===== config.mk =====
export PLATFORM = sky130hd
export DESIGN_NAME = uart_transmit_io_flat
export DESIGN_NICKNAME = d
export VERILOG_FILES = /design/src/rtl/uart_transmit_io_if.sv /design/src/rtl/uart_transmit_io.sv /design/src/flat_wrapper.sv
export SDC_FILE = /design/constraint.sdc
export NUM_CORES = 1
export LEC_CHECK = 0
export ABC_AREA = 1
export CORE_MARGIN = 4
export CORE_UTILIZATION = 38
export CTS_CLUSTER_SIZE = 20
export DETAILED_ROUTE_END_ITERATION = 8
export MAX_ROUTING_LAYER = met4
export SETUP_SLACK_MARGIN = 0.3
export SLEW_MARGIN = 25
export SYNTH_ARGS = -nofsm -noshare
export SYNTH_HDL_FRONTEND = slang
export SYNTH_SLANG_ARGS = --single-unit

===== constraint.sdc =====
create_clock -name clk -period 6.1 [get_ports clk]
set_input_delay 1.83 -clock clk [delete_from_list [all_inputs] [get_ports clk]]
set_output_delay 1.83 -clock clk [all_outputs]
set_load 0.02 [all_outputs]

===== src/rtl/uart_transmit_io_if.sv =====
// Store-port side of the UART transmitter: byte write strobe in, FIFO status out.
// The master is the memory stage driving stores; the slave is the transmitter.
interface uart_transmit_io_if;
  logic       write_strobe;
  logic [7:0] write_data;
  logic       clear_overflow;
  logic       fifo_full;
  logic       fifo_empty;
  logic       overflow;

  modport master (
    output write_strobe,
    output write_data,
    output clear_overflow,
    input  fifo_full,
    input  fifo_empty,
    input  overflow
  );

  modport slave (
    input  write_strobe,
    input  write_data,
    input  clear_overflow,
    output fifo_full,
    output fifo_empty,
    output overflow
  );
endinterface


===== src/rtl/uart_transmit_io.sv =====
// Memory-mapped UART transmitter: byte FIFO fed by store strobes, drained as 8N1 frames
// (LSB first) by a registered-output TX state machine.
module uart_transmit_io #(
  parameter int unsigned CLOCKS_PER_BIT  = 104,
  parameter int unsigned FIFO_DEPTH_LOG2 = 4
) (
  input  logic               clk,
  input  logic               reset_n,
  uart_transmit_io_if.slave  bus,
  output logic               tx,
  output logic               tx_busy
);

  localparam int unsigned Depth = 2 ** FIFO_DEPTH_LOG2;
  localparam int unsigned BaudW = (CLOCKS_PER_BIT > 1) ? $clog2(CLOCKS_PER_BIT) : 1;

  typedef logic [FIFO_DEPTH_LOG2-1:0] ptr_t;
  typedef logic [FIFO_DEPTH_LOG2:0]   cnt_t;
  typedef logic [BaudW-1:0]           baud_t;

  localparam cnt_t  DepthCnt = cnt_t'(Depth);
  localparam baud_t BaudLast = baud_t'(CLOCKS_PER_BIT - 1);

  typedef enum logic [1:0] {StIdle, StStart, StData, StStop} state_e;

  // FIFO state
  logic [7:0] mem_q [Depth];
  ptr_t       rd_ptr_q, rd_ptr_d;
  ptr_t       wr_ptr_q, wr_ptr_d;
  cnt_t       count_q, count_d;
  logic       full_q, full_d;
  logic       empty_q, empty_d;
  logic       overflow_q, overflow_d;
  logic       push, pop;

  // TX state
  state_e     state_q, state_d;
  baud_t      baud_q, baud_d;
  logic [2:0] bit_q, bit_d;
  logic [7:0] shift_q, shift_d;
  logic       tx_q, tx_d;
  logic       baud_end;
  logic       fifo_has_data;

  assign baud_end      = (baud_q == BaudLast);
  assign fifo_has_data = (count_q != '0);

  // A pop on the same edge frees a slot, so a write to a full FIFO still lands.
  assign push = bus.write_strobe && ((count_q != DepthCnt) || pop);

  always_comb begin
    rd_ptr_d = rd_ptr_q;
    wr_ptr_d = wr_ptr_q;
    count_d  = count_q;
    if (push) begin
      wr_ptr_d = wr_ptr_q + ptr_t'(1);
    end
    if (pop) begin
      rd_ptr_d = rd_ptr_q + ptr_t'(1);
    end
    unique case ({push, pop})
      2'b10:   count_d = count_q + cnt_t'(1);
      2'b01:   count_d = count_q - cnt_t'(1);
      default: count_d = count_q;
    endcase
    full_d  = (count_d == DepthCnt);
    empty_d = (count_d == '0);

    // A dropped write beats a simultaneous clear.
    overflow_d = overflow_q;
    if (bus.write_strobe && !push) begin
      overflow_d = 1'b1;
    end else if (bus.clear_overflow) begin
      overflow_d = 1'b0;
    end
  end

  always_ff @(posedge clk or negedge reset_n) begin
    if (!reset_n) begin
      rd_ptr_q   <= '0;
      wr_ptr_q   <= '0;
      count_q    <= '0;
      full_q     <= 1'b0;
      empty_q    <= 1'b1;
      overflow_q <= 1'b0;
    end else begin
      rd_ptr_q   <= rd_ptr_d;
      wr_ptr_q   <= wr_ptr_d;
      count_q    <= count_d;
      full_q     <= full_d;
      empty_q    <= empty_d;
      overflow_q <= overflow_d;
    end
  end

  // Storage carries no reset; validity is tracked entirely by the count.
  always_ff @(posedge clk) begin
    if (push) begin
      mem_q[wr_ptr_q] <= bus.write_data;
    end
  end

  // FSM: state register
  always_ff @(posedge clk or negedge reset_n) begin
    if (!reset_n) begin
      state_q <= StIdle;
      baud_q  <= '0;
      bit_q   <= '0;
      shift_q <= '0;
      tx_q    <= 1'b1;
    end else begin
      state_q <= state_d;
      baud_q  <= baud_d;
      bit_q   <= bit_d;
      shift_q <= shift_d;
      tx_q    <= tx_d;
    end
  end

  // FSM: next state
  always_comb begin
    state_d = state_q;
    baud_d  = baud_q;
    bit_d   = bit_q;
    shift_d = shift_q;
    pop     = 1'b0;
    unique case (state_q)
      StIdle: begin
        if (fifo_has_data) begin
          pop     = 1'b1;
          shift_d = mem_q[rd_ptr_q];
          baud_d  = '0;
          state_d = StStart;
        end
      end
      StStart: begin
        if (baud_end) begin
          baud_d  = '0;
          bit_d   = '0;
          state_d = StData;
        end else begin
          baud_d = baud_q + baud_t'(1);
        end
      end
      StData: begin
        if (baud_end) begin
          baud_d  = '0;
          shift_d = {1'b0, shift_q[7:1]};
          bit_d   = bit_q + 3'd1;
          if (bit_q == 3'd7) begin
            state_d = StStop;
          end
        end else begin
          baud_d = baud_q + baud_t'(1);
        end
      end
      StStop: begin
        if (baud_end) begin
          baud_d = '0;
          // Chain straight into the next start bit when more bytes are waiting.
          if (fifo_has_data) begin
            pop     = 1'b1;
            shift_d = mem_q[rd_ptr_q];
            state_d = StStart;
          end else begin
            state_d = StIdle;
          end
        end else begin
          baud_d = baud_q + baud_t'(1);
        end
      end
      default: state_d = StIdle;
    endcase
  end

  // FSM: outputs; tx is computed from the next state so the line is a clean flop output
  always_comb begin
    unique case (state_d)
      StStart: tx_d = 1'b0;
      StData:  tx_d = shift_d[0];
      default: tx_d = 1'b1;
    endcase
  end

  assign tx             = tx_q;
  assign tx_busy        = (state_q != StIdle);
  assign bus.fifo_full  = full_q;
  assign bus.fifo_empty = empty_q;
  assign bus.overflow   = overflow_q;

endmodule


===== src/flat_wrapper.sv =====
// flat-port wrapper written by rule: the top's interface ports become plain ports
module uart_transmit_io_flat 
#(
  parameter int unsigned CLOCKS_PER_BIT  = 104,
  parameter int unsigned FIFO_DEPTH_LOG2 = 4
)
  (clk, reset_n, tx, tx_busy, bus_write_strobe, bus_write_data, bus_clear_overflow, bus_fifo_full, bus_fifo_empty, bus_overflow);
  uart_transmit_io_if bus_i ();
  input  logic clk;
  input  logic reset_n;
  output logic tx;
  output logic tx_busy;
  input wire logic [$bits(bus_i.write_strobe)-1:0] bus_write_strobe;
  input wire logic [$bits(bus_i.write_data)-1:0] bus_write_data;
  input wire logic [$bits(bus_i.clear_overflow)-1:0] bus_clear_overflow;
  output wire logic [$bits(bus_i.fifo_full)-1:0] bus_fifo_full;
  output wire logic [$bits(bus_i.fifo_empty)-1:0] bus_fifo_empty;
  output wire logic [$bits(bus_i.overflow)-1:0] bus_overflow;
  assign bus_i.write_strobe = bus_write_strobe;
  assign bus_i.write_data = bus_write_data;
  assign bus_i.clear_overflow = bus_clear_overflow;
  assign bus_fifo_full = bus_i.fifo_full;
  assign bus_fifo_empty = bus_i.fifo_empty;
  assign bus_overflow = bus_i.overflow;
  uart_transmit_io #(.CLOCKS_PER_BIT(CLOCKS_PER_BIT), .FIFO_DEPTH_LOG2(FIFO_DEPTH_LOG2)) u_core (.clk(clk), .reset_n(reset_n), .bus(bus_i), .tx(tx), .tx_busy(tx_busy));
endmodule

---- After elaboration in Yosys (flattened, before gate mapping) ----
Memories as Yosys holds them, arrays and structs flattened.
Cells that the tools add are included.
cells by class
  add/subtract/negate cells ............... 6
  eq/ne operators ......................... 15
  multiplexer cells ....................... 26
  reduce and logical (&&, ||, !) cells .... 14
operator list
  operator             number
  $mux 8               3
  $pmux 8 s3           1
  $mux 7               2
  $pmux 7 s2           1
  $mux 2               5
  $pmux 5 s2           1
  $add 4x1->4 const B  2
  $eq 2x2->1 const B   4
  $ne 2x1->1 const B   4
  $pmux 2 s4           1
  $add 7x1->7 const B  1
  $eq 7x7->1 const B   1
  $mux 1               7
  $eq 2x1->1 const B   3
  $mux 3               2
  $pmux 3 s2           1
  $reduce_and 3->1     2
  $reduce_bool 2->1    3
  $add 5x1->5 const B  1
  $eq 5x5->1 const B   1
  $logic_not 5->1      1
  $ne 5x5->1 const B   1
  $reduce_bool 5->1    1
  $sub 5x1->5 const B  1
  other kinds (9)      11
storage, ports and cells
  bits in registers ....................... 37
  memory bits (writable) .................. 128
  bits of input ports ..................... 12
  output and inout bits ................... 5
  word-level logic and storage cells ...... 74
  memories kept ........................... 1
memories
  memory        depth  width  rd ports  clocked after Yosys merged registers in  write ports  RTL line                text
  u_core.mem_q  16     8      1         0                                        1            uart_transmit_io.sv:27  logic [7:0] mem_q [Depth];

---- Depth between registers and ports, before layout ----
Gate-level depths: netlist of run 1.
  depth in word-level cells ............... 9
  gate-level depth with buffers ........... 18
  gate-level depth less buffers ........... 18

---- Least setup slack after synthesis of run 1 ----
OpenSTA, ideal clock, no wires.
  kind .................................... input-to-reg
  start ................................... input port bus_write_strobe
  end ..................................... register u_core.empty_q (netlist: u_core.bus.fifo_empty)
  arrival ................................. 3200 ps
  setup slack ............................. 2833 ps
  cell stages on the path ................. 13
  path through ............................ inv_1 > nand4_1 > inv_1 > ha_1 > nand2_1 > nand2_1 > a21oi_1 > nand2_1 > nand2_1 > nand3_1 > nand2_1 > inv_1 > nor2_1
between the ends
  longest elaborated chain between the ends .. 4
  elaborated cells on any way between the ends .. 5
  those cells by class .................... 2 x eq/ne; 1 x mux; 2 x reduce/logical
RTL lines
  item                                      RTL line                text
  from (decl)                               flat_wrapper.sv:13      input wire logic [$bits(bus_i.write_strobe)-1:0] bus_write_strobe;
  $logic_and 1x1->1 (*)                     uart_transmit_io.sv:49  assign push = bus.write_strobe && ((count_q != DepthCnt) || pop);
  $eq 2x1->1 or $eq 2x2->1 (tied branches)  uart_transmit_io.sv:61  unique case ({push, pop})
  $pmux 5 s2 (*)                            uart_transmit_io.sv:61
  net u_core.count_d[4]                     uart_transmit_io.sv:30  cnt_t count_q, count_d;
  $logic_not 5->1 (*)                       uart_transmit_io.sv:67  empty_d = (count_d == '0);
  net u_core.empty_d                        uart_transmit_io.sv:32  logic empty_q, empty_d;
  to (signal assigned)                      uart_transmit_io.sv:91  empty_q <= empty_d;
  to (decl)                                 uart_transmit_io.sv:32
Mark *: on every way through the listed nets, which the timed path passes. The rest lies on a longest branch.
A chain may end at the register's enable or synchronous reset.

---- Worst setup path in the final report of run 1 ----
Ends and elaborated chain as after synthesis.

==> results of run 1 <==
==> final cells by class <==
| class | instances | share of cell area, % |
|---|---|---|
| sequential | 165 | 58.2 |
| multi-input combinational | 399 | 26.5 |
| clock buffer | 17 | 5.19 |
| tap | 234 | 3.57 |
| inverter | 48 | 2.26 |
| clock inverter | 15 | 2.20 |
| timing repair buffer | 18 | 2.08 |
==> cells in the final DEF (no fill, tap or decap), types with 11 or more instances in the layout <==
cell type	n
clkdlybuf4s50_1	15
inv_1	42
o211ai_1	20
a21oi_1	11
o21ai_0	69
nand3_1	50
dfrtp_1	34
o221ai_1	11
clkbuf_16	17
ha_1	16
nor2_1	109
nand2_1	64
edfxtp_1	128
==> per-layer routing <==
layer  global-route usage, %  up-vias  share of wire (%)
met3                    3.32       25                4.8
met5                       -        -                  0
met4                    4.80        0                1.6
met1                    21.9     2492                 44
met2                    26.9      166                 50
li1                        -     2284                  -
==> logic make-up (layout without fill, tap and decap cells) <==
logic type / Yosys count / after routing
buffers and inverters: 73 / 98
XOR/XNOR: 8 / 8
flip-flops: 165 / 165
adder cells (fa/ha/maj): 17 / 17
AND/OR/NAND/NOR: 246 / 246
AO/OA/AOI/OAI: 128 / 128
==> worst register-to-register path: stages, from the launching register on <==
cell and delay, ns:
dfrtp_2 0.34, buf_4 0.51, clkinv_2 0.87, o21ai_0 0.57, o21ai_0 0.17, o211ai_1 0.25, nand3_1 0.15, o211ai_1 0.10
nand2_1 0.06
==> metrics by stage <==
step                      cells  hold slack [ns]  setup slack [ns]  instance area, µm²
final                       896            0.498              2.31                8200
after detailed placement    864            0.485              1.98                7590
after global routing        896            0.542              2.12                8200
after CTS                   896            0.503              2.31                8200
after floorplan             637            0.446              2.83                7260
after global placement      864            0.483              2.03                7590
==> final timing paths <==
| path | startpoint | end | slack (ns) | cells after the start |
|---|---|---|---|---|
| max in group asynchronous | reset_n | u_core.rd_ptr_q[0]$_DFFE_PN0N_ | 3.96 | 1 |
| worst min register to register | u_core.shift_q[0]$_DFF_PN0_ | u_core.shift_q[0]$_DFF_PN0_ | 0.50 | 2 |
| worst min-delay path | u_core.shift_q[0]$_DFF_PN0_ | u_core.shift_q[0]$_DFF_PN0_ | 0.50 | 2 |
| worst max register to register | u_core.rd_ptr_q[0]$_DFFE_PN0N_ | u_core.shift_q[5]$_DFFE_PN0P_ | 2.97 | 8 |
| min in group asynchronous | reset_n | u_core.state_q[1]$_DFF_PN0_ | 1.53 | 1 |
| worst max-delay path | bus_write_strobe | u_core.bus.fifo_empty$_DFF_PN1_ | 2.31 | 14 |
==> power groups by stage <==
stage | Clock, W | Combinational (W) | Sequential, W
2_1_floorplan | 0 | 0.000224 | 0.00142
3_3_place_gp | 0 | 0.000343 | 0.00142
3_5_place_dp | 0 | 0.000354 | 0.00142
4_1_cts | 0.00108 | 0.000356 | 0.00140
5_1_grt | 0.00114 | 0.000398 | 0.00141
6_report | 0.00107 | 0.000353 | 0.00140
==> state kept, by name, indices dropped and copies added, names as in the netlist <==
signal,count
u_core.baud_q,7
u_core.bit_q,3
u_core.bus.fifo_empty,1
u_core.bus.fifo_full,1
u_core.bus.overflow,1
u_core.count_q,5
u_core.mem_q,128
u_core.rd_ptr_q,4
u_core.shift_q,8
u_core.state_q,2
u_core.tx,1
u_core.wr_ptr_q,4
==> results.json, run 1 <==
{
  "comb_power_share_pct": 12.5,
  "synth_top_family_by_area": "simple AND/OR/NAND/NOR gates",
  "start_util_pct": 38.7,
  "grt_pass1_wl_um": 27200,
  "ant_nets": 0,
  "place.gp.congestion": 0.871,
  "clk_pin_slew_ns": 0.07,
  "p_total_w": 0.00282,
  "clkPwrFrac_pct": 37.9,
  "synth_compound_area_share_pct": 10.7,
  "fmax_mhz": 264,
  "postSynth.asyncResetShare_pct": 22.4,
  "clk_latency_ns": 0.43,
  "synth-xor-area-share_pct": 0.965,
  "crit_chain": "clkdlybuf4s50_1 -> inv_1 -> nand4_1 -> inv_1 -> fa_1 -> nand2_1 -> nand2_1 -> a21oi_1 -> nand2_1 -> nand2_1 -> nand3_1 -> nand2_1 -> inv_1 -> nor2_1",
  "postSynthNetCount": 666,
  "cts_made_buffers": 17,
  "path_buf_inv": 4,
  "drt-initial-drc-count": 413,
  "synth-simple-area-share_pct": 15.2,
  "rows": 50,
  "nets": 678,
  "yosysTopAreaCell": "edfxtp_1",
  "portBuffers": 16,
  "fin_crit_sh_pct": 62.1,
  "post_cts_resized": 0,
  "syn_avg_cell_area_um2": 11.4,
  "synthTopCellsByCount": "edfxtp_1, nor2_1, o21ai_0",
  "slowest_delay_ns": 0.60,
  "post_cts_buffers": 0,
  "die_area_um2": 21400,
  "n_antenna_cell": 0,
  "worstMarginPinSlew_ns": 0.896,
  "holdBufCountCts": 0,
  "hold_class": "flip-flop to flip-flop",
  "crit_type": "input port to flip-flop",
  "ys_seq_area_share_pct": 65.7,
  "setup_viol": 0,
  "first_global_vias": 4888,
  "ios": 17,
  "grt_usage_pct": 16.8,
  "ys_warn_count": 0,
  "slew_viol_final": 0,
  "route.vias.total": 4967,
  "vias_per_cell": 5.54,
  "fillCellCount": 1687,
  "synthCells": 637,
  "skew_ns": 0.0100,
  "p_seq_share_pct": 49.6,
  "internal-power_w": 0.00200,
  "syn2layout_area_growth_pct": 12.8,
  "grt-ovfl-total": 0,
  "synth_edf_count": 128,
  "power.density_nw_per_um2": 344,
  "cts_tree": "built",
  "slew_headroom_pct": 40.2,
  "rsz0062_at_grt": "false",
  "crit_top_cell": "nand2_1",
  "die_width_um": 146,
  "ys_ff_latch": 165,
  "ff_latch_area_um2": 4770,
  "crit_required_ns": 6.46,
  "synthMuxAreaShare_pct": 0,
  "synth_top_cell_area_share_pct": 52.9,
  "ys_top_cells_by_area": "edfxtp_1, dfrtp_1, nor2_1",
  "synth_flop_cell": "edfxtp_1",
  "critPathMaxFanout": 5,
  "multiInputGateArea_um2": 2170,
  "htree_levels": 4,
  "cp-start-kind": "input port",
  "grt_max_degree": 67,
  "cts_sinks": 165,
  "drt-total-wl_um": 17100,
  "crit_family": "buffers and inverters",
  "cts_buffer_depth": 2,
  "layout-drive-gt1-share_pct": 8.91,
  "wl_per_cell_um": 19.0,
  "vdd_drop_max_mv": 0.180,
  "arrival_ns": 4.15,
  "synthAdderAreaFrac_pct": 3.03,
  "netlist_area_um2": 7260,
  "crit_slowest_cell": "clkdlybuf4s50_1",
  "root_buffer": "clkbuf_16",
  "endpoint_kind": "flip-flop",
  "dpl.hpwl_um": 10800,
  "drc_errors": 0,
  "status": "finished, final reports clean",
  "antenna_found_initial": 0,
  "coreArea_um2": 18800,
  "finalCoreUtilization_pct": 43.7,
  "yosys.cell_count.top_type": "edfxtp_1",
  "dieHeight_um": 146,
  "switching_share_pct": 29.2,
  "yosys.cell_types.count": 38,
  "leakage_nw": 3.02,
  "max_cap_viol_count": 0,
  "post-route-min-period_ns": 3.79,
  "p_sw_w": 0.000823,
  "hold_viol_final": 0,
  "dr.pass1.iters": 5,
  "setup_total_negative_slack_ns": 0
}
(Power assumes the default switching activity.)
==> inputs of run 2 (changes only) <==
Clock period 6.1 ns to 3.2 ns, I/O delays scaled along.
==> run 2 against run 1 <==
Net effect:
- global-route usage fell by 0.98 points
- cell count rose by 2.5%
- first-iteration DRC count rose by 21%
- critical path type unchanged
- sequential share of layout area fell by 0.82 points
- largest cell class unchanged
- critical endpoint unchanged
- wire length fell by 6.9%
- combinational power rose by 100%
- highest routed layer unchanged
==> results.json, run 2 (synthesized netlist as in run 1, its figures left out) <==
{
  "grt_usage_pct": 15.8,
  "drt-initial-drc-count": 498,
  "post-route-min-period_ns": 2.71,
  "syn2layout_area_growth_pct": 14.5,
  "critPathMaxFanout": 5,
  "endpoint_kind": "flip-flop",
  "setup_total_negative_slack_ns": 0,
  "r2r_start": "u_core.count_q[3]$_DFF_PN0_",
  "leakage_nw": 3.11,
  "post-place-ws_ns": 0.0819,
  "hold_class": "flip-flop to flip-flop",
  "layout_commonest_cell": "edfxtp_1",
  "vdd_drop_max_mv": 0.373,
  "status": "finished, final reports clean",
  "dr.pass1.iters": 5,
  "path_buf_inv": 4,
  "clk_pin_slew_ns": 0.06,
  "drc_errors": 0,
  "crit_chain": "clkdlybuf4s50_1 -> inv_1 -> nand4_1 -> inv_1 -> fa_1 -> nand2_1 -> nand2_1 -> a21oi_1 -> nand2_1 -> nand2_1 -> nand3_1 -> nand2_1 -> inv_1 -> nor2_1",
  "slew_viol_final": 0,
  "cts_made_buffers": 17,
  "first_global_vias": 4756,
  "fin_crit_sh_pct": 84.6,
  "fmax_mhz": 369,
  "root_buffer": "clkbuf_16",
  "start_util_pct": 38.7,
  "largestRegisters": "u_core.mem_q x128, u_core.shift_q x8, u_core.baud_q x7",
  "dpl.hpwl_um": 10000,
  "portBuffers": 16,
  "worstMarginPinSlew_ns": 0.864,
  "largest_reg_flops": 128,
  "final_cell_mix": "edfxtp_1, nor2_1, o21ai_0",
  "grt_max_degree": 53,
  "antenna_found_initial": 0,
  "crit_top_cell": "nand2_1",
  "nets": 700,
  "crit_type": "input port to flip-flop",
  "hold_viol_final": 0,
  "max_cap_viol_count": 0,
  "crit_slowest_cell": "clkdlybuf4s50_1",
  "slowest_delay_ns": 0.48,
  "rsz0062_at_grt": "false",
  "p_total_w": 0.00527,
  "cts_buffer_depth": 2,
  "rr_worst_depth": 16,
  "worst-r2r-setup-slack_ns": 0.56,
  "rows": 50,
  "grt_pass1_wl_um": 25600,
  "ios": 17,
  "route.vias.total": 4872,
  "drt-total-wl_um": 15900,
  "whs_path_depth": 2,
  "arrival_ns": 3.05,
  "crit_required_ns": 3.54,
  "skew_ns": 0.0123,
  "place.gp.congestion": 0.850,
  "post_cts_buffers": 0,
  "die_area_um2": 21400,
  "hold_end": "u_core.shift_q[0]$_DFF_PN0_",
  "slew_headroom_pct": 42.4,
  "wl_per_cell_um": 17.3,
  "worst_slack_ns": 0.493,
  "ant_nets": 0,
  "top_register": "u_core.mem_q",
  "dieHeight_um": 146,
  "vias_per_cell": 5.31,
  "power.density_nw_per_um2": 634,
  "cp-start-kind": "input port",
  "htree_levels": 4,
  "n_antenna_cell": 0,
  "holdCritStartpoint": "u_core.shift_q[0]$_DFF_PN0_",
  "cts_tree": "built",
  "layout-drive-gt1-share_pct": 11.8,
  "crit_family": "buffers and inverters",
  "grt-ovfl-total": 0,
  "worstReg2RegEnd": "u_core.bus.fifo_empty$_DFF_PN1_",
  "cts_sinks": 165,
  "clk_latency_ns": 0.42,
  "coreArea_um2": 18800,
  "die_width_um": 146,
  "setup_viol": 0
}
[run 2: cell types whose count changed in the layout (fill, tap and decap cells not counted), sizes merged]
cell | before | now
clkinvlp | 0 | 2
buf | 3 | 25
clkinv | 12 | 8
inv | 51 | 53
clkdlybuf4s50 | 15 | 14
dlygate4sd2 | 0 | 1
[run 2: what timing repair did]
item | CTS | global route
endpoints found under the hold margin | 0 | 0
hold buffers | 0 | 0
resized for setup | 1 | 1
setup endpoints to repair | 1 | 1
gates cloned | 0 | 0
[run 2: where the power goes]
part / switching, W / total, W / internal, W / leakage (nW)
registers: 0.000107 / 0.00266 / 0.00256 / 1.61
clock network: 0.000878 / 0.00189 / 0.00102 / 0.269
logic: 0.000475 / 0.000715 / 0.000240 / 1.24
[run 2: worst reg2reg max path, stage by stage (launching register included)]
cell,delay (ns)
dfrtp_1,0.41
nor2_1,0.15
nand3_2,0.14
nor2_8,0.20
inv_4,0.13
nand4_1,0.20
inv_1,0.14
fa_1,0.42
nand2_1,0.08
nand2_1,0.05
a21oi_1,0.17
nand2_1,0.07
nand2_1,0.08
nand3_1,0.06
nand2_1,0.10
inv_1,0.05
nor2_1,0.11
[run 2: how the worst max path moves through the flow]
stage	startpoint	cells past startpoint	endpoint	slack [ns]
floorplan	u_core.state_q[1]$_DFF_PN0_	16	u_core.bus.fifo_empty$_DFF_PN1_	0.80
global placement	bus_write_strobe	14	u_core.bus.fifo_empty$_DFF_PN1_	0.17
detailed placement	bus_write_strobe	14	u_core.bus.fifo_empty$_DFF_PN1_	0.08
CTS	bus_write_strobe	14	u_core.bus.fifo_empty$_DFF_PN1_	0.52
global route	u_core.count_q[3]$_DFF_PN0_	16	u_core.bus.fifo_empty$_DFF_PN1_	0.30
finish	bus_write_strobe	14	u_core.bus.fifo_empty$_DFF_PN1_	0.49
[run 2: area by class of cell]
cell class              count  area [µm²]
inverters                  48         184
clock buffers              17         425
clock inverters            15         123
well taps                 234         293
repair buffers             40         347
flip-flops and latches    165        4770
multi-input cells         399        2170
fillers                  1745       10500
[run 2: through the flow]
stage | util [%] | instance area (µm²) | instances | hold WS [ns]
final | 44.3 | 8320 | 918 | 0.484
after global routing | 44.3 | 8320 | 918 | 0.549
after CTS | 44.3 | 8310 | 918 | 0.488
after detailed placement | 41.4 | 7770 | 886 | 0.471
after global placement | 41.4 | 7770 | 886 | 0.462
after floorplan | - | 7260 | 637 | 0.446
[run 2: layer usage]
metal	share of wire (%)	GRT usage, %	vias up
met1	45	20.5	2397
met5	0	-	-
met2	49	25.6	136
li1	-	-	2328
met3	5.3	3.26	11
met4	0.98	3.72	0
==> RTL edit 1 (flow settings as in run 2) <==
Make the reset (`reset_n`) synchronous in 2 clocked blocks.
--- a/src/rtl/uart_transmit_io.sv
+++ b/src/rtl/uart_transmit_io.sv
@@ -75,7 +75,7 @@
     end
   end
 
-  always_ff @(posedge clk or negedge reset_n) begin
+  always_ff @(posedge clk) begin
     if (!reset_n) begin
       rd_ptr_q   <= '0;
       wr_ptr_q   <= '0;
@@ -101,7 +101,7 @@
   end
 
   // FSM: state register
-  always_ff @(posedge clk or negedge reset_n) begin
+  always_ff @(posedge clk) begin
     if (!reset_n) begin
       state_q <= StIdle;
       baud_q  <= '0;
Check against the original RTL: differs if reset_n is asserted again (counterexample within 4 cycles, from zero or initial values and one cycle with reset_n low); with reset_n held inactive, the same outputs for 10 cycles.
==> RTL edit 1 against run 2 <==
  * Sequential cell count up 4
  * Design area up 3.4%
  * Critical path type is now flop to output pin
  * Routed wire length up 4.7%
  * Area after synthesis up 1.8%
  * Register-to-register slack better by 30 ps
  * Synthesized cell count up 16%
  * Die area up 1.7%
  * Via count up 6.9%
  * Setup slack better by 23 ps
  * Clock skew down 4.7 ps
Power is not compared: it rests on default switching activity, and its combinational part moved more than twofold at a synthesized area within 25%.
==> RTL edit 1: results (changes against run 2) <==
FF+latch count = 169 (+2.4%)
global-route wire length before repair = 26.5 mm (+3.8%)
Top Registers = u_core.mem_q (128), u_core.shift_q (8), u_core.baud_q (7)
Cell Area, Placed = 7950 um^2 (+2.3%)
Util after Layout = 0.454 (+0.0107)
gpl congestion = 0.806 (-5.2%)
Slowest cell on crit path = dfxtp_1
pin count of the biggest net entering global routing = 65 (+23%)
Met3 Wirelength = 546 um (-35%)
Slew headroom = 0.478 (+0.0547)
via/cell ratio = 4.97 (-6.3%)
H-tree levels = 4 (unchanged)
syn_area_per_cell = 9.97 um^2 (-13%)
Reg2Reg Launch Point = u_core.state_q[1]
Signal buf overhead = 0.0412 (-0.000515)
Skew-Pair Late Insertion Delay = 430 ps
clkbuf count = 18 (+1)
area taken by multi-input logic gates = 2420 um^2 (+12%)
largest cells by area after synthesis = edfxtp_1, dfxtp_1, nor2_1
1st-iter DRT viols = 343 (-31%)
Global Route met2 Usage = 0.256 (about the same)
R2R Setup Slk = 590 ps (+30 ps)
post-placement cell count = 1,016 (+15%)
fin nets = 803 (+15%)
Clock Skew = 7.60 ps (-4.67 ps)
complex-gate fraction of the synthesized area = 0.0792 (-0.0276)
Seq area share = 0.542 (-0.0318)
multi-input gates = 495 (+24%)
Hold Path Origin = u_core.rd_ptr_q[3]
Max clock buf depth = 2 (unchanged)
sequential area share after synthesis = 0.631 (-0.0263)
Routed WL = 16.6 mm (+4.7%)
Synthesized Nets = 770 (+16%)
sequential cell area = 4670 um^2 (-2.3%)
grt met1 use = 0.211 (+0.00551)
M3 GR Usage = 0.0276 (-0.00500)
status = finished clean
Total GRT Usage = 0.162 (+0.00393)
critical-path maximum fanout = 6 (+1)
Place WS = 107 ps (+25.5 ps)
Metal-1 WL = 7.70 mm (+8.9%)
Antenna diodes = 0 (unchanged)
Non-clock buffers = 42 (+5.0%)
vias in the first global route = 4,940 (+3.9%)
Post-synth ARST share = 0 (-0.224)
clock-cell share of area = 0.0753 (+0.00944)
reg2reg end = u_core.bus.fifo_full
Routed met2 length = 8.07 mm (+3.3%)
r2r worst-path depth = 17 (+1)
Min Hold Slack = 467 ps (-17.6 ps)
Worst Path Arrival = 1720 ps (-1330 ps)
Synth Area in Adders = 0.0281 (-0.00223)
drt wl/cell = 15.9 um (-8.3%)
Non-CTS inverters = 50 (+4.2%)
Post-Synth XOR/XNOR Area = 0.00355 (-0.00609)
dpl hpwl = 10.2 mm (+2.0%)
min cycle time layout = 2680 ps (-22.7 ps)
CP max stage delay = 420 ps (-60 ps)
share of layout cells above drive strength 1 = 0.103 (-0.0156)
filler cell count = 1,735 (-0.57%)
==> RTL edit 1: cell count changes after synthesis, moves of 6 or more <==
cell / delta
nand2_1: +61
o21ai_0: -9
dfxtp_1: +41
a21oi_1: +11
nor2_1: +36
nand3_1: +28
clkbuf_1: +6
dfrtp_1: -35
o211ai_1: -17
o221ai_1: -7
==> RTL edit 1: logic make-up after synthesis <==
group	count (synthesis)
buffers and inverters	78
DFF	169
AOI/OAI and AO/OA	105
adders and majority gates	16
xor gates and xnor gates	3
and+or+nand+nor	371
==> RTL edit 1: how the worst max path moves through the flow <==
stage,startpoint,endpoint
finish,u_core.state_q[1],tx_busy
detailed placement,bus_write_strobe,u_core.bus.fifo_full
floorplan,bus_write_strobe,u_core.bus.fifo_full
global placement,bus_write_strobe,u_core.bus.fifo_full
global route,bus_write_strobe,u_core.bus.fifo_full
CTS,u_core.state_q[1],tx_busy
==> RTL edit 1: worst min-delay path: stages, from the launching register on <==
cell,delay (ps)
dfxtp_1,290
inv_1,50
a21oi_1,70
==> RTL edit 2 (settings of run 2) <==
Without the edit above. `FIFO_DEPTH_LOG2` is set to 4 in 2 places; all go to 5.
--- a/src/rtl/uart_transmit_io.sv
+++ b/src/rtl/uart_transmit_io.sv
@@ -2,7 +2,7 @@
 // (LSB first) by a registered-output TX state machine.
 module uart_transmit_io #(
   parameter int unsigned CLOCKS_PER_BIT  = 104,
-  parameter int unsigned FIFO_DEPTH_LOG2 = 4
+  parameter int unsigned FIFO_DEPTH_LOG2 = 5
 ) (
   input  logic               clk,
   input  logic               reset_n,
--- a/src/flat_wrapper.sv
+++ b/src/flat_wrapper.sv
@@ -2,7 +2,7 @@
 module uart_transmit_io_flat 
 #(
   parameter int unsigned CLOCKS_PER_BIT  = 104,
-  parameter int unsigned FIFO_DEPTH_LOG2 = 4
+  parameter int unsigned FIFO_DEPTH_LOG2 = 5
 )
   (clk, reset_n, tx, tx_busy, bus_write_strobe, bus_write_data, bus_clear_overflow, bus_fifo_full, bus_fifo_empty, bus_overflow);
   uart_transmit_io_if bus_i ();
Function: no difference found for any inputs over 10 cycles, from zero or initial values and one cycle with reset_n low; that may be too few to reach the edited logic, so the function may still have changed.
==> RTL edit 2 against run 2 <==
  * Combinational power grew 28%
  * Worst hold slack lost 100 ps
  * Design area grew 77%
  * Setup slack lost 77 ps
  * Area after synthesis grew 77%
  * Power grew 73%
  * Routed wire length grew 85%
  * Sequential cell count grew 131
  * Global-route usage grew 0.82 points
  * Critical path type is now flop to output pin
  * Largest cell class unchanged
  * Largest power group unchanged
==> RTL edit 2: results (changes against run 2) <==
Routed met2 length = 13.8 mm (+77%)
gpl congestion = 0.813 (-4.3%)
sequential area share after synthesis = 0.678 (+0.0208)
H-tree levels = 1 (-3)
critical-path maximum fanout = 7 (+2)
Slowest cell on crit path = dfrtp_2
Global Route met2 Usage = 0.259 (+0.00266)
pin count of the biggest net entering global routing = 68 (+28%)
PnR worst setup slack = 416 ps (-76.5 ps)
Top Registers = u_core.mem_q (256), u_core.shift_q (8), u_core.baud_q (7)
largest cells by area after synthesis = edfxtp_1, nand2_1, dfrtp_1
vias post-DR = 8,509 (+75%)
Synth top cells by count = nand2_1, edfxtp_1, nor2_1
Cell Area, Placed = 13,700 um^2 (+77%)
reg2reg end = u_core.bus.fifo_full
Max clock buf depth = 3 (+1)
post-placement cell count = 1,660 (+87%)
share of layout cells above drive strength 1 = 0.0995 (-0.0189)
R2R Setup Slk = 540 ps (-20 ps)
Static Leakage = 5.66 nW (+82%)
filler cell count = 3,076 (+76%)
Setup crit end = tx_busy
grt met1 use = 0.229 (+0.0236)
Clock Skew = 10.4 ps (-1.89 ps)
Skew-Pair Late Insertion Delay = 550 ps (+130 ps)
Peak supply drop = 0.000459 V (+23%)
EDFF count, synth = 256 (+100%)
Synthesized Nets = 1,222 (+83%)
Slew @ Worst Pin = 776 ps (-88.4 ps)
CP startpoint = u_core.state_q[1]
Metal-1 WL = 13.2 mm (+87%)
global-route wire length before repair = 46.6 mm (+82%)
vias in the first global route = 8,401 (+77%)
CP max stage delay = 430 ps (-50 ps)
Worst Path Arrival = 1820 ps (-1230 ps)
status = finished clean
1st-iter DRT viols = 764 (+53%)
RTL edit 2: power groups by stage:
stage | Combinational [mW] | Clock, mW | Sequential [mW]
after floorplan | 0.568 | 0 | 4.65
after global placement | 0.892 | 0 | 4.68
after detailed placement | 0.915 | 0 | 4.69
after CTS | 0.921 | 3.64 | 4.61
after global routing | 1.01 | 3.82 | 4.64
final | 0.915 | 3.58 | 4.61
RTL edit 2: final cells by class:
type / count / area share
Sequential cell: 296 / 0.589
Multi-Input combinational cell: 784 / 0.248
Clock buffer: 39 / 0.0546
Timing Repair Buffer: 73 / 0.0421
Tap cell: 448 / 0.0380
Clock inverter: 15 / 0.0132
Inverter: 59 / 0.0152
RTL edit 2: kinds of logic after synthesis:
| logic type | Yosys count | synth area share |
|---|---|---|
| compound gates | 137 | 0.0568 |
| xor+xnor | 12 | 0.00820 |
| fa+ha+maj | 18 | 0.0181 |
| buf+inv | 112 | 0.0381 |
| flops | 296 | 0.678 |
| simple gates | 617 | 0.201 |
